[config.mk]
export PLATFORM = sky130hd
export DESIGN_NAME = dp_share_scheduler
export DESIGN_NICKNAME = d
export VERILOG_FILES = /design/src/rtl/dp_share_scheduler.sv
export SDC_FILE = /design/constraint.sdc
export NUM_CORES = 1
export LEC_CHECK = 0
export CAP_MARGIN = 0
export CORE_UTILIZATION = 46
export DETAILED_ROUTE_END_ITERATION = 8
export GPL_TIMING_DRIVEN = 0
export PLACE_DENSITY_LB_ADDON = 0.08
export REMOVE_ABC_BUFFERS = 1
export SLEW_MARGIN = 20
export SYNTH_ARGS = -nofsm -noshare
export SYNTH_HDL_FRONTEND = slang
export SYNTH_SLANG_ARGS = --single-unit
[constraint.sdc]
create_clock -name clk -period 3 [get_ports clk]
set_clock_uncertainty 0.1 [all_clocks]
set_input_delay 0.6 -clock clk [delete_from_list [all_inputs] [get_ports clk]]
set_output_delay 0.6 -clock clk [all_outputs]
set_load 0.005 [all_outputs]
[src/rtl/dp_share_scheduler.sv]
// Round-robin issue of per-requester operand bundles onto one shared, non-stallable pipelined datapath.
// Latency: grant is combinational, the bundle is on dp_in one cycle later, and res_valid arrives LATENCY+2 cycles after the handshake.
// Backpressure: req_ready is withheld at the per-requester in-flight limit or when en=0; results are never stalled.
module dp_share_scheduler #(
  parameter int N_REQ        = 4,
  parameter int WEIGHT       = 5,
  parameter int WIDTH        = 2,
  parameter int RES_W        = 8,
  parameter int LATENCY      = 11,
  parameter int MAX_INFLIGHT = 2,
  parameter int CNT_W        = $clog2(MAX_INFLIGHT + 1)
) (
  input  logic                               clk,
  input  logic                               reset,
  input  logic                               en,
  input  logic [N_REQ-1:0]                   req_valid,
  input  logic [N_REQ*WIDTH-1:0][WEIGHT-1:0] req_data,
  output logic [N_REQ-1:0]                   req_ready,
  output logic                               dp_valid,
  output logic [WIDTH-1:0][WEIGHT-1:0]       dp_in,
  input  logic [RES_W-1:0]                   dp_result,
  output logic [N_REQ-1:0]                   res_valid,
  output logic [RES_W-1:0]                   res_data,
  output logic [N_REQ*CNT_W-1:0]             inflight,
  output logic                               busy
);
  localparam int IDX_W = (N_REQ > 1) ? $clog2(N_REQ) : 1;
  localparam int SEL_W = (N_REQ * WIDTH > 1) ? $clog2(N_REQ * WIDTH) : 1;
  localparam logic [CNT_W-1:0] MAX_CNT = CNT_W'(MAX_INFLIGHT);

  typedef struct packed {
    logic             vld;
    logic [IDX_W-1:0] idx;
  } tag_t;

  logic [IDX_W-1:0]              ptr_q, gnt_idx, cand, ptr_nxt;
  logic                          gnt_vld;
  logic [N_REQ-1:0]              elig, inc, dec;
  logic [CNT_W-1:0]              cnt_q [N_REQ];
  tag_t                          tag_q [LATENCY+1];
  tag_t                          ret_tag;
  logic [SEL_W-1:0]              wsel;
  logic [WIDTH-1:0][WEIGHT-1:0]  gnt_bundle;

  // Stage LATENCY lines up with dp_result for the issue it tracks.
  assign ret_tag = tag_q[LATENCY];
  assign inc     = req_ready;
  assign ptr_nxt = (gnt_idx == IDX_W'(N_REQ - 1)) ? '0 : gnt_idx + 1'b1;

  always_comb begin
    elig = '0;
    dec  = '0;
    for (int i = 0; i < N_REQ; i++) begin
      elig[i] = req_valid[i] && en && (cnt_q[i] < MAX_CNT);
      dec[i]  = ret_tag.vld && (ret_tag.idx == IDX_W'(i));
    end
  end

  always_comb begin
    gnt_vld = 1'b0;
    gnt_idx = '0;
    cand    = '0;
    for (int k = 0; k < N_REQ; k++) begin
      cand = IDX_W'((int'(ptr_q) + k) % N_REQ);
      if (!gnt_vld && elig[cand]) begin
        gnt_vld = 1'b1;
        gnt_idx = cand;
      end
    end
  end

  always_comb begin
    req_ready = '0;
    if (gnt_vld) req_ready[gnt_idx] = 1'b1;
  end

  always_comb begin
    gnt_bundle = '0;
    wsel       = '0;
    for (int w = 0; w < WIDTH; w++) begin
      wsel          = SEL_W'(int'(gnt_idx) * WIDTH + w);
      gnt_bundle[w] = req_data[wsel];
    end
  end

  always_ff @(posedge clk) begin
    if (reset) begin
      ptr_q     <= '0;
      dp_valid  <= 1'b0;
      dp_in     <= '0;
      res_valid <= '0;
      res_data  <= '0;
      for (int i = 0; i < N_REQ; i++) cnt_q[i] <= '0;
      for (int k = 0; k <= LATENCY; k++) tag_q[k] <= '0;
    end else begin
      dp_valid <= gnt_vld;
      tag_q[0] <= '{vld: gnt_vld, idx: gnt_idx};
      for (int k = 1; k <= LATENCY; k++) tag_q[k] <= tag_q[k-1];
      if (gnt_vld) begin
        ptr_q <= ptr_nxt;
        dp_in <= gnt_bundle;
      end
      // Decrement shares the edge that raises res_valid.
      res_valid <= dec;
      if (ret_tag.vld) res_data <= dp_result;
      for (int i = 0; i < N_REQ; i++)
        cnt_q[i] <= cnt_q[i] + CNT_W'(inc[i]) - CNT_W'(dec[i]);
    end
  end

  always_comb begin
    inflight = '0;
    for (int i = 0; i < N_REQ; i++) inflight[i*CNT_W +: CNT_W] = cnt_q[i];
  end

  always_comb begin
    busy = dp_valid;
    for (int k = 0; k <= LATENCY; k++) busy = busy | tag_q[k].vld;
  end

  for (genvar i = 0; i < N_REQ; i++) begin : g_cnt_chk
    a_no_overflow : assert property (@(posedge clk) disable iff (reset)
      !(inc[i] && !dec[i] && cnt_q[i] >= MAX_CNT));
    a_no_underflow : assert property (@(posedge clk) disable iff (reset)
      !(dec[i] && !inc[i] && cnt_q[i] == '0));
  end

  a_grant_onehot : assert property (@(posedge clk) disable iff (reset) $onehot0(req_ready));

endmodule

* Word-level counts from Yosys, hierarchy flattened
Memory sizes are Yosys's and may differ from the RTL's. Index checks and enable logic that the tools add are counted.
Word-level totals: bits in registers 25, bits in writable memories 44, input port bits 55, output and inout bits 36, memories 2
Cells by class: $add $sub $neg 13, magnitude comparators 12, eq/ne operators 4, mux-type cells 43, bitwise gates (word level) 28, reductions and logical operators 20
Memory list:
- tag_q | words 12, bits a word 3, rd ports 12, clocked after Yosys merged registers in 0, write ports 12, RTL line 40 | tag_t tag_q [LATENCY+1];
- cnt_q | words 4, bits a word 2, rd ports 4, clocked after Yosys merged registers in 0, write ports 4, RTL line 39 | logic [CNT_W-1:0] cnt_q [N_REQ];
Operators with widths (number):
- $mux W3 | 12
- $or A1 B1 Y1 | 28
- $mux W2 | 9
- $logic_and A1 B1 Y1 | 16
- $bmux W5 S3 | 1
- $lt A2 B3 Y1 const B | 5
- $mux W1 | 12
- $bmux W5 S2 | 1
- $mux W5 | 2
- $add A2 B1 Y2 | 4
- $bmux W1 S2 | 4
- $lt A2 B2 Y1 const B | 4
- $lt A3 B4 Y1 const B | 2
- $sub A2 B1 Y2 | 4
- $eq A2 B2 Y1 const B | 3
- $add A2 B1 Y2 const B | 2
- $add A2 B2 Y2 const B | 2
- $mux W4 | 1
- $add A3 B1 Y3 const B | 1
- $logic_not A1 Y1 | 3
- $demux W1 S2 | 1
- $eq A2 B1 Y1 const B | 1
- $ge A2 B1 Y1 const B | 1
- $logic_not A2 Y1 | 1

* Longest topological paths before layout
Gate-level depths: netlist of the first run.
word-level depth 22, gate-level depth with buffers 11

* Worst setup path after synthesis of the first run
No wires, ideal clock.
path type input port to flip-flop, from input req_valid[2], to memory cnt_q[1][1] in the netlist's numbering, library setup time 128 ps, arrival 2247 ps, data required time 2772 ps, slack 525 ps, stages on the path 11, cell sequence nor2b_2 a311oi_2 a21oi_4 buf_6 inv_1 ha_1 and2_1 ha_1 xor2_1 xnor2_1 nor2_1
RTL lines:
- start, declared | RTL line 16 | input logic [N_REQ-1:0] req_valid,
- end, declared | RTL line 39

* Worst setup path after layout of the first run
from input req_valid[2], to output req_ready[0]
Between the ends: longest elaborated chain between the ends 19, elaborated cells on any way between the ends 30
Ends and longest elaborated chain:
- $logic_and A1 B1 Y1 * (2 in series) | RTL line 54 | elig[i] = req_valid[i] && en && (cnt_q[i] < MAX_CNT);
- $bmux W1 S2 | RTL line 65 | if (!gnt_vld && elig[cand]) begin
- $mux W1 (implied by the code) | RTL line 65
- $mux W1 | RTL line 65
- $logic_not A1 Y1 | RTL line 65
- $logic_and A1 B1 Y1 | RTL line 65
- $mux W1 | RTL line 65
- $logic_not A1 Y1 | RTL line 65
- (+3 left out)
- $logic_and A1 B1 Y1 | RTL line 65
- $mux W2 * | RTL line 65
- named net gnt_idx[0] | RTL line 36 | logic [IDX_W-1:0] ptr_q, gnt_idx, cand, ptr_nxt;
- $lt A2 B3 Y1 (implied by the code) or $ge A2 B1 Y1 (tied branches) | RTL line 74 | if (gnt_vld) req_ready[gnt_idx] = 1'b1;
- $logic_and A1 B1 Y1 (implied by the code) | RTL line 74
- $mux W1 (implied by the code) | RTL line 74
- $demux W1 S2 * | RTL line 74
- $mux W4 * | RTL line 74
- end, declared | RTL line 18 | output logic [N_REQ-1:0] req_ready,
Mark *: on every way through the listed nets, which the timed path passes. The rest lies on a longest branch. The select of a mux whose other input is x is not followed.

==> load_flow_metrics.sql, run 1 <==
INSERT INTO impl_metrics (metric_group, metric, value, unit) VALUES
('worst_setup_path', 'cpPeakStageDelay', '0.29', 'ns'),
('yosys', 'synthesis.instances', '258', ''),
('yosys', 'synthTopCellsByCount', 'dfxtp_1, nor2b_1, mux2i_1, nor2_1', ''),
('power_and_ir_drop', 'sequentialPowerShare', '46.9', '%'),
('yosys', 'synth_enable_flop_cells', '0', ''),
('route', 'routed-via-count', '2116', ''),
('power_and_ir_drop', 'clock_power_share', '38.4', '%'),
('layout', 'area_growth', '44.6', '%'),
('clocking', 'numCtsBuffers', '9', ''),
('placed_design', 'placement.setup.worst_slack', '-0.969', 'ns'),
('worst_setup_path', 'cpMaxStageDelayCell', 'o221a_2', ''),
('floorplanning', 'io_pins', '91', ''),
('floorplanning', 'num_rows', '28', ''),
('min_path', 'hold_path_class', 'reg2reg', ''),
('worst_setup_path', 'r2r.worst_path.cells', '11', ''),
('power_and_ir_drop', 'ir_drop', '0.000368', 'V'),
('yosys', 'synth.distinct_cells', '37', ''),
('power_and_ir_drop', 'power.combinational.fraction', '14.7', '%'),
('layout', 'final_layout_size_suffix_gt1_share', '15.2', '%'),
('timing', 'setup_repair_after_global_routing_missed_its_margin', 'false', ''),
('clocking', 'clk-insertion-delay-late', '0.33', 'ns'),
('route', 'detail_route.wl_per_cell', '12.7', 'um'),
('job', 'cap_viol_max_count', '0', ''),
('power_and_ir_drop', 'power.leakage', '1.61', 'nW'),
('clocking', 'number_of_levels_in_the_clock_h_tree', '3', ''),
('worst_setup_path', 'worst_ep_arrival_time', '2.22', 'ns'),
('clocking', 'tritoncts', 'yes', ''),
('yosys', 'yosys.cell_count.top_type', 'dfxtp_1', ''),
('floorplanning', 'die_height', '80.4', 'um'),
('yosys', 'synth-seq-cells', '68', ''),
('min_path', 'timing.hold.worst_path_depth', '1', ''),
('grt', 'antenna_found_initial', '0', ''),
('floorplanning', 'core', '5920', 'um2'),
('route', 'route.detailed.drc', '0', ''),
('worst_setup_path', 'path_class', 'in2out', ''),
('placed_design', 'post_dp_cell_area', '3760', 'um2'),
('power_and_ir_drop', 'p_int', '0.00157', 'W'),
('layout', 'final_cell_area', '4090', 'um2'),
('route', 'drt_antenna_net_count', '0', ''),
('route', 'drt-total-wl', '5560', 'um'),
('yosys', 'synth.yosys.seq_area_share', '48.1', '%'),
('status', 'result_of_the_run', 'complete, no violations', ''),
('grt', 'track_usage', '18.9', '%'),
('placed_design', 'place.port_buffers', '90', ''),
('grt', 'overflow', '0', ''),
('worst_setup_path', 'cp_data_required_time', '2.30', 'ns'),
('yosys', 'most_common_flop_cell_mapped_by_yosys', 'dfxtp_1', ''),
('power_and_ir_drop', 'power_density', '495', 'nW/um2'),
('grt', 'first_pass_grt_wire_length', '9180', 'um'),
('worst_setup_path', 'worst_setup_path_start_kind', 'input port', ''),
('placed_design', 'gp_routability_congestion', '0.710', ''),
('yosys', 'synthTopCellsByArea', 'dfxtp_1, mux2i_1, nor2b_1, ha_1, o221ai_2', ''),
('timing', 'final_period_minus_worst_setup_slack', '2.92', 'ns'),
('timing', 'timing.final.crit_share', '97.4', '%'),
('clocking', 'cts-root-buf', 'clkbuf_8', ''),
('floorplanning', 'die_area', '6470', 'um2'),
('yosys', 'yosys_warnings', '0', ''),
('clocking', 'cts-root-to-sink-buffers', '2', ''),
('timing', 'final.setup.worst_slack', '0.0771', 'ns'),
('route', 'first_iter_violations', '60', ''),
('layout', 'cell_count_final_fillers_out', '437', ''),
('worst_setup_path', 'timing.critical_path.max_delay_family', 'buffers and inverters', ''),
('timing', 'slew_at_the_pin_closest_to_its_max_slew_limit', '0.815', 'ns'),
('layout', 'nFillCells', '477', ''),
('grt', 'largest_net_degree_at_the_start_of_global_routing', '42', ''),
('clocking', 'clkTransAtPathRegs', '0.07', 'ns'),
('layout', 'n_antenna_cell', '0', ''),
('worst_setup_path', 'worst_setup_path_end_kind', 'primary output', ''),
('timing', 'max_slew_margin', '45.6', '%'),
('yosys', 'netlist.area_leader.share', '48.1', '%'),
('worst_setup_path', 'crit_fanout', '3', '');
[final timing paths]
check / startpoint / to / slack [ns]
max reg2reg: ptr_q[0] / cnt_q[0][1] / 0.57
max: req_valid[2] / req_ready[0] / 0.08
min reg2reg: tag_q[2][6] / tag_q[2][9] / 0.34
min: tag_q[2][6] / tag_q[2][9] / 0.34
[cell families after synthesis]
group                    Yosys count  synth area share [%]
AND/OR/NAND/NOR                   97                  20.6
flip-flops                        68                  48.1
multiplexers                      28                  9.90
buffers and inverters             25                  4.69
AO/OA/AOI/OAI                     20                  8.89
adder cells (fa/ha/maj)           12                  5.30
XOR/XNOR                           8                  2.48
[sequential cells by signal, summed over array words and instances (netlist names)]
| signal | count |
|---|---|
| res_valid | 4 |
| dp_in | 10 |
| cnt_q | 8 |
| res_data | 8 |
| tag_q | 36 |
| ptr_q | 2 |
[layout by cell type (no fill, tap or decap), types with 2 or more instances in the layout]
cell             netlist  layout
a311oi_2               1       2
and2_1                 4       2
and2_4                 0       2
buf_4                  0       9
bufinv_16              0       2
clkbuf_8               0       9
clkdlybuf4s15_1        0       2
clkdlybuf4s50_1        0      80
clkinv_2               0       2
dfxtp_1               68      68
dlygate4sd2_1          0       7
ha_1                  12      11
inv_1                 12      11
inv_2                  1       2
mux2i_1               28      28
nand2_1                4       4
nand2b_1               3       3
nand3b_1              12      12
nor2_1                20      20
nor2b_1               38      38
nor2b_4                0       2
nor3_1                 3       3
nor4_1                 3       3
o221ai_2               9       9
xnor2_1                4       4
xor2_1                 4       4
[worst register-to-register path: cells and delay by family, from the launching register on]
| kind | cells | cell delay (ns) |
|---|---|---|
| AO/OA/AOI/OAI | 2 | 0.55 |
| AND/OR/NAND/NOR | 3 | 0.29 |
| buffers and inverters | 2 | 0.18 |
| adder cells (fa/ha/maj) | 2 | 0.36 |
| flip-flops | 1 | 0.51 |
| XOR/XNOR | 2 | 0.32 |
[layer usage]
metal	part of all wire, %	wire [um]	vias to the layer above	global-route usage [%]
li1	-	-	1072	-
met1	45	2500	974	23.1
met2	48	2660	63	30.7
met3	5.5	308	7	6.93
met4	1.5	85	0	5.54
met5	0	0	-	0
[power groups by stage]
stage          registers, W  logic, W  clock network (W)
4_1_cts            0.000948  0.000297           0.000796
2_1_floorplan      0.000965  0.000117                  0
3_3_place_gp       0.000966  0.000267                  0
6_report           0.000949  0.000299           0.000778
3_5_place_dp       0.000966  0.000273                  0
5_1_grt            0.000952  0.000327           0.000843
[repair_timing]
action,4_1_cts,5_1_grt
gates cloned,1,0
pin swaps,4,3
setup endpoints to repair,10,3
resized for setup,18,4
buffers inserted,9,0
[per-stage QoR]
| step | TNS [ns] | util, % | total power [W] | hold WS, ns |
|---|---|---|---|---|
| 6_report | 0 | 69.1 | 0.00203 | 0.335 |
| 5_1_grt | 0 | 69.1 | 0.00212 | 0.351 |
| 4_1_cts | 0 | 68.7 | 0.00204 | 0.336 |
| 3_5_place_dp | -8.30 | 63.4 | 0.00124 | 0.320 |
| 3_3_place_gp | -14.28 | 63.2 | 0.00123 | 0.317 |
| 2_1_floorplan | 0 | - | 0.00108 | 0.314 |
[layout make-up]
class                           count  area (um2)  share of cell area [%]
Multi-Input combinational cell    166        1410                    34.4
Sequential cell                    68        1360                    33.3
Timing Repair Buffer              100         975                    23.8
Clock buffer                       10         128                    3.12
Tap cell                           75        93.8                    2.29
Clock inverter                      5        77.6                    1.90
Inverter                           13        48.8                    1.19
No activity file was read; power rests on OpenSTA's default activity.
==> inputs of run 2 (changes only) <==
--- a/config.mk
+++ b/config.mk
@@ -6,8 +6,10 @@
 export NUM_CORES = 1
 export LEC_CHECK = 0
 export CAP_MARGIN = 0
-export CORE_UTILIZATION = 46
+export CORE_UTILIZATION = 48
+export CTS_CLUSTER_SIZE = 16
 export DETAILED_ROUTE_END_ITERATION = 8
+export DONT_BUFFER_PORTS = 1
 export GPL_TIMING_DRIVEN = 0
 export PLACE_DENSITY_LB_ADDON = 0.08
 export REMOVE_ABC_BUFFERS = 1
==> load_flow_metrics.sql, run 2 (synthesis gave the netlist of run 1 again) <==
INSERT INTO impl_metrics (metric_group, metric, value, unit) VALUES
('route', 'drt_antenna_net_count', '0', ''),
('worst_setup_path', 'cpMaxStageDelayCell', 'dfxtp_1', ''),
('power_and_ir_drop', 'p_int', '0.00139', 'W'),
('timing', 'timing.final.crit_share', '90.4', '%'),
('layout', 'footprint_of_the_multi_input_gates', '1360', 'um2'),
('worst_setup_path', 'worst_setup_path_start_kind', 'register', ''),
('layout', 'n_antenna_cell', '0', ''),
('power_and_ir_drop', 'power_density', '605', 'nW/um2'),
('layout', 'final_net_count', '327', ''),
('grt', 'overflow', '0', ''),
('power_and_ir_drop', 'switching_share', '25.3', '%'),
('power_and_ir_drop', 'power.combinational.fraction', '7.8', '%'),
('worst_setup_path', 'crit_fanout', '5', ''),
('worst_setup_path', 'cpPeakStageDelay', '0.46', 'ns'),
('floorplanning', 'io_pins', '91', ''),
('route', 'drt-total-wl', '4730', 'um'),
('timing', 'final_period_minus_worst_setup_slack', '2.71', 'ns'),
('timing', 'hold-worst-slack', '0.236', 'ns'),
('route', 'routed-via-count', '1704', ''),
('worst_setup_path', 'timing.critical_path.max_delay_family', 'compound AO/OA/AOI/OAI gates', ''),
('clocking', 'cts-root-to-sink-buffers', '2', ''),
('worst_setup_path', 'critical_path.cell_chain', 'nor2b_2 -> a311oi_1 -> o221a_2 -> inv_2 -> ha_1 -> and2_1', ''),
('floorplanning', 'starting_density_of_the_core', '50.5', '%'),
('layout', 'layout_commonest_cell', 'dfxtp_1', ''),
('clocking', 'tritoncts', 'yes', ''),
('grt', 'first_pass_grt_wire_length', '7850', 'um'),
('grt', 'track_usage', '16.9', '%'),
('grt', 'largest_net_degree_at_the_start_of_global_routing', '67', ''),
('floorplanning', 'die_height', '78.8', 'um'),
('floorplanning', 'core', '5610', 'um2'),
('power_and_ir_drop', 'clock_power_share', '41.2', '%'),
('power_and_ir_drop', 'power.leakage', '1.19', 'nW'),
('route', 'detail_route.wl_per_cell', '14.0', 'um'),
('timing', 'slew_at_the_pin_closest_to_its_max_slew_limit', '0.806', 'ns'),
('layout', 'top_regs', 'tag_q: 36 flops, dp_in: 10 flops', ''),
('worst_setup_path', 'worst_ep_arrival_time', '2.01', 'ns'),
('clocking', 'clkTransAtPathRegs', '0.08', 'ns'),
('layout', 'area_growth', '8.71', '%'),
('worst_setup_path', 'path_class', 'reg2out', ''),
('status', 'result_of_the_run', 'complete, no violations', ''),
('route', 'route.detailed.drc', '0', ''),
('timing', 'max_slew_margin', '46.1', '%'),
('power_and_ir_drop', 'power_switching', '0.000471', 'W'),
('min_path', 'hold_path_class', 'in2reg', ''),
('timing', 'setup_repair_after_global_routing_missed_its_margin', 'false', ''),
('layout', 'nFillCells', '516', ''),
('grt', 'antenna_found_initial', '0', ''),
('layout', 'layout.core_utilization', '54.9', '%'),
('layout', 'ff_latch_area', '1360', 'um2'),
('route', 'drt-vias-per-instance', '5.06', ''),
('clocking', 'cts-root-buf', 'clkbuf_8', ''),
('timing', 'finalHoldViolCount', '0', ''),
('placed_design', 'gp_routability_congestion', '0.729', ''),
('floorplanning', 'fp.dieW', '78.8', 'um'),
('clocking', 'number_of_levels_in_the_clock_h_tree', '3', ''),
('worst_setup_path', 'worst_setup_path_end_kind', 'primary output', ''),
('grt', 'number_of_global_route_vias_before_repair', '1664', ''),
('layout', 'layout_common_cells', 'dfxtp_1, nor2b_1, mux2i_1, nor2_1', ''),
('power_and_ir_drop', 'sequentialPowerShare', '51.0', '%'),
('route', 'first_iter_violations', '71', ''),
('worst_setup_path', 'cp_data_required_time', '2.30', 'ns'),
('timing', 'fmaxAchievable', '0.369', 'GHz'),
('power_and_ir_drop', 'ir_drop', '0.000305', 'V'),
('clocking', 'numCtsBuffers', '9', ''),
('layout', 'final_layout_size_suffix_gt1_share', '15.5', '%'),
('worst_setup_path', 'critPathBufInv', '1', ''),
('placed_design', 'place.port_buffers', '0', ''),
('layout', 'largest_register_ff_count', '36', ''),
('floorplanning', 'die_area', '6210', 'um2'),
('clocking', 'cts.sinks', '68', ''),
('layout', 'top_register', 'tag_q', ''),
('job', 'cap_viol_max_count', '0', ''),
('route', 'drt-pass1-iter-count', '2', ''),
('clocking', 'clk-insertion-delay-late', '0.33', 'ns'),
('placed_design', 'dp_hpwl', '2980', 'um'),
('timing', 'drv_slew', '0', ''),
('timing', 'setup_viol', '0', ''),
('floorplanning', 'num_rows', '27', '');
run 2: cell count changes in the layout (fill, tap and decap cells not counted), sizes merged, moves of 2 or more:
cell / delta
buf: -9
clkdlybuf4s15: -2
clkdlybuf4s50: -80
dlygate4sd2: -7
inv: +3
run 2: layout make-up:
cell class	instances	share of cell area, %
clock buffers	9	4.03
clock inverters	7	2.64
inverters	13	1.59
multi-input cells	166	44.1
flip-flops and latches	68	44.2
well taps	72	2.93
repair buffers	2	0.488
run 2: path summary, 6_finish.rpt:
| path | start | endpoint | slack (ns) | cells past startpoint |
|---|---|---|---|---|
| max | cnt_q[0][1] | req_ready[2] | 0.29 | 6 |
| min | reset | res_data[7] | 0.24 | 1 |
| max reg2reg | cnt_q[0][1] | cnt_q[2][1] | 0.55 | 10 |
| min reg2reg | tag_q[1][7] | tag_q[1][10] | 0.33 | 1 |
run 2: per-stage QoR:
stage          instances  total power (W)  setup WS, ns  instance area (um2)  TNS (ns)
6_report             337          0.00186         0.287                 3080         0
5_1_grt              337          0.00196         0.132                 3080         0
4_1_cts              335          0.00189        0.0588                 3060         0
3_5_place_dp         318          0.00111        -0.139                 2850    -0.374
3_3_place_gp         318          0.00111        -0.106                 2840    -0.214
2_1_floorplan        246          0.00108         0.195                 2750         0
run 2: per-layer routing:
metal	GRT usage, %	vias up	share of wire [%]
li1	-	884	-
met1	20.0	764	47
met2	25.9	52	45
met3	8.28	4	7.0
met4	6.67	0	0.83
met5	0	-	0
run 2: repair_timing:
| item | CTS | global route |
|---|---|---|
| setup buffers | 0 | 2 |
| gates resized for setup | 0 | 0 |
| cloned | 1 | 0 |
| hold buffers | 0 | 0 |
| endpoints found under the setup margin | 4 | 2 |
run 2: power by group through the flow:
stage                     logic (W)  registers [W]  clock network (W)
final                      0.000144       0.000951           0.000767
after global routing       0.000162       0.000954           0.000846
after CTS                  0.000143       0.000951           0.000793
after detailed placement   0.000139       0.000971                  0
after global placement     0.000135       0.000972                  0
after floorplan            0.000117       0.000965                  0
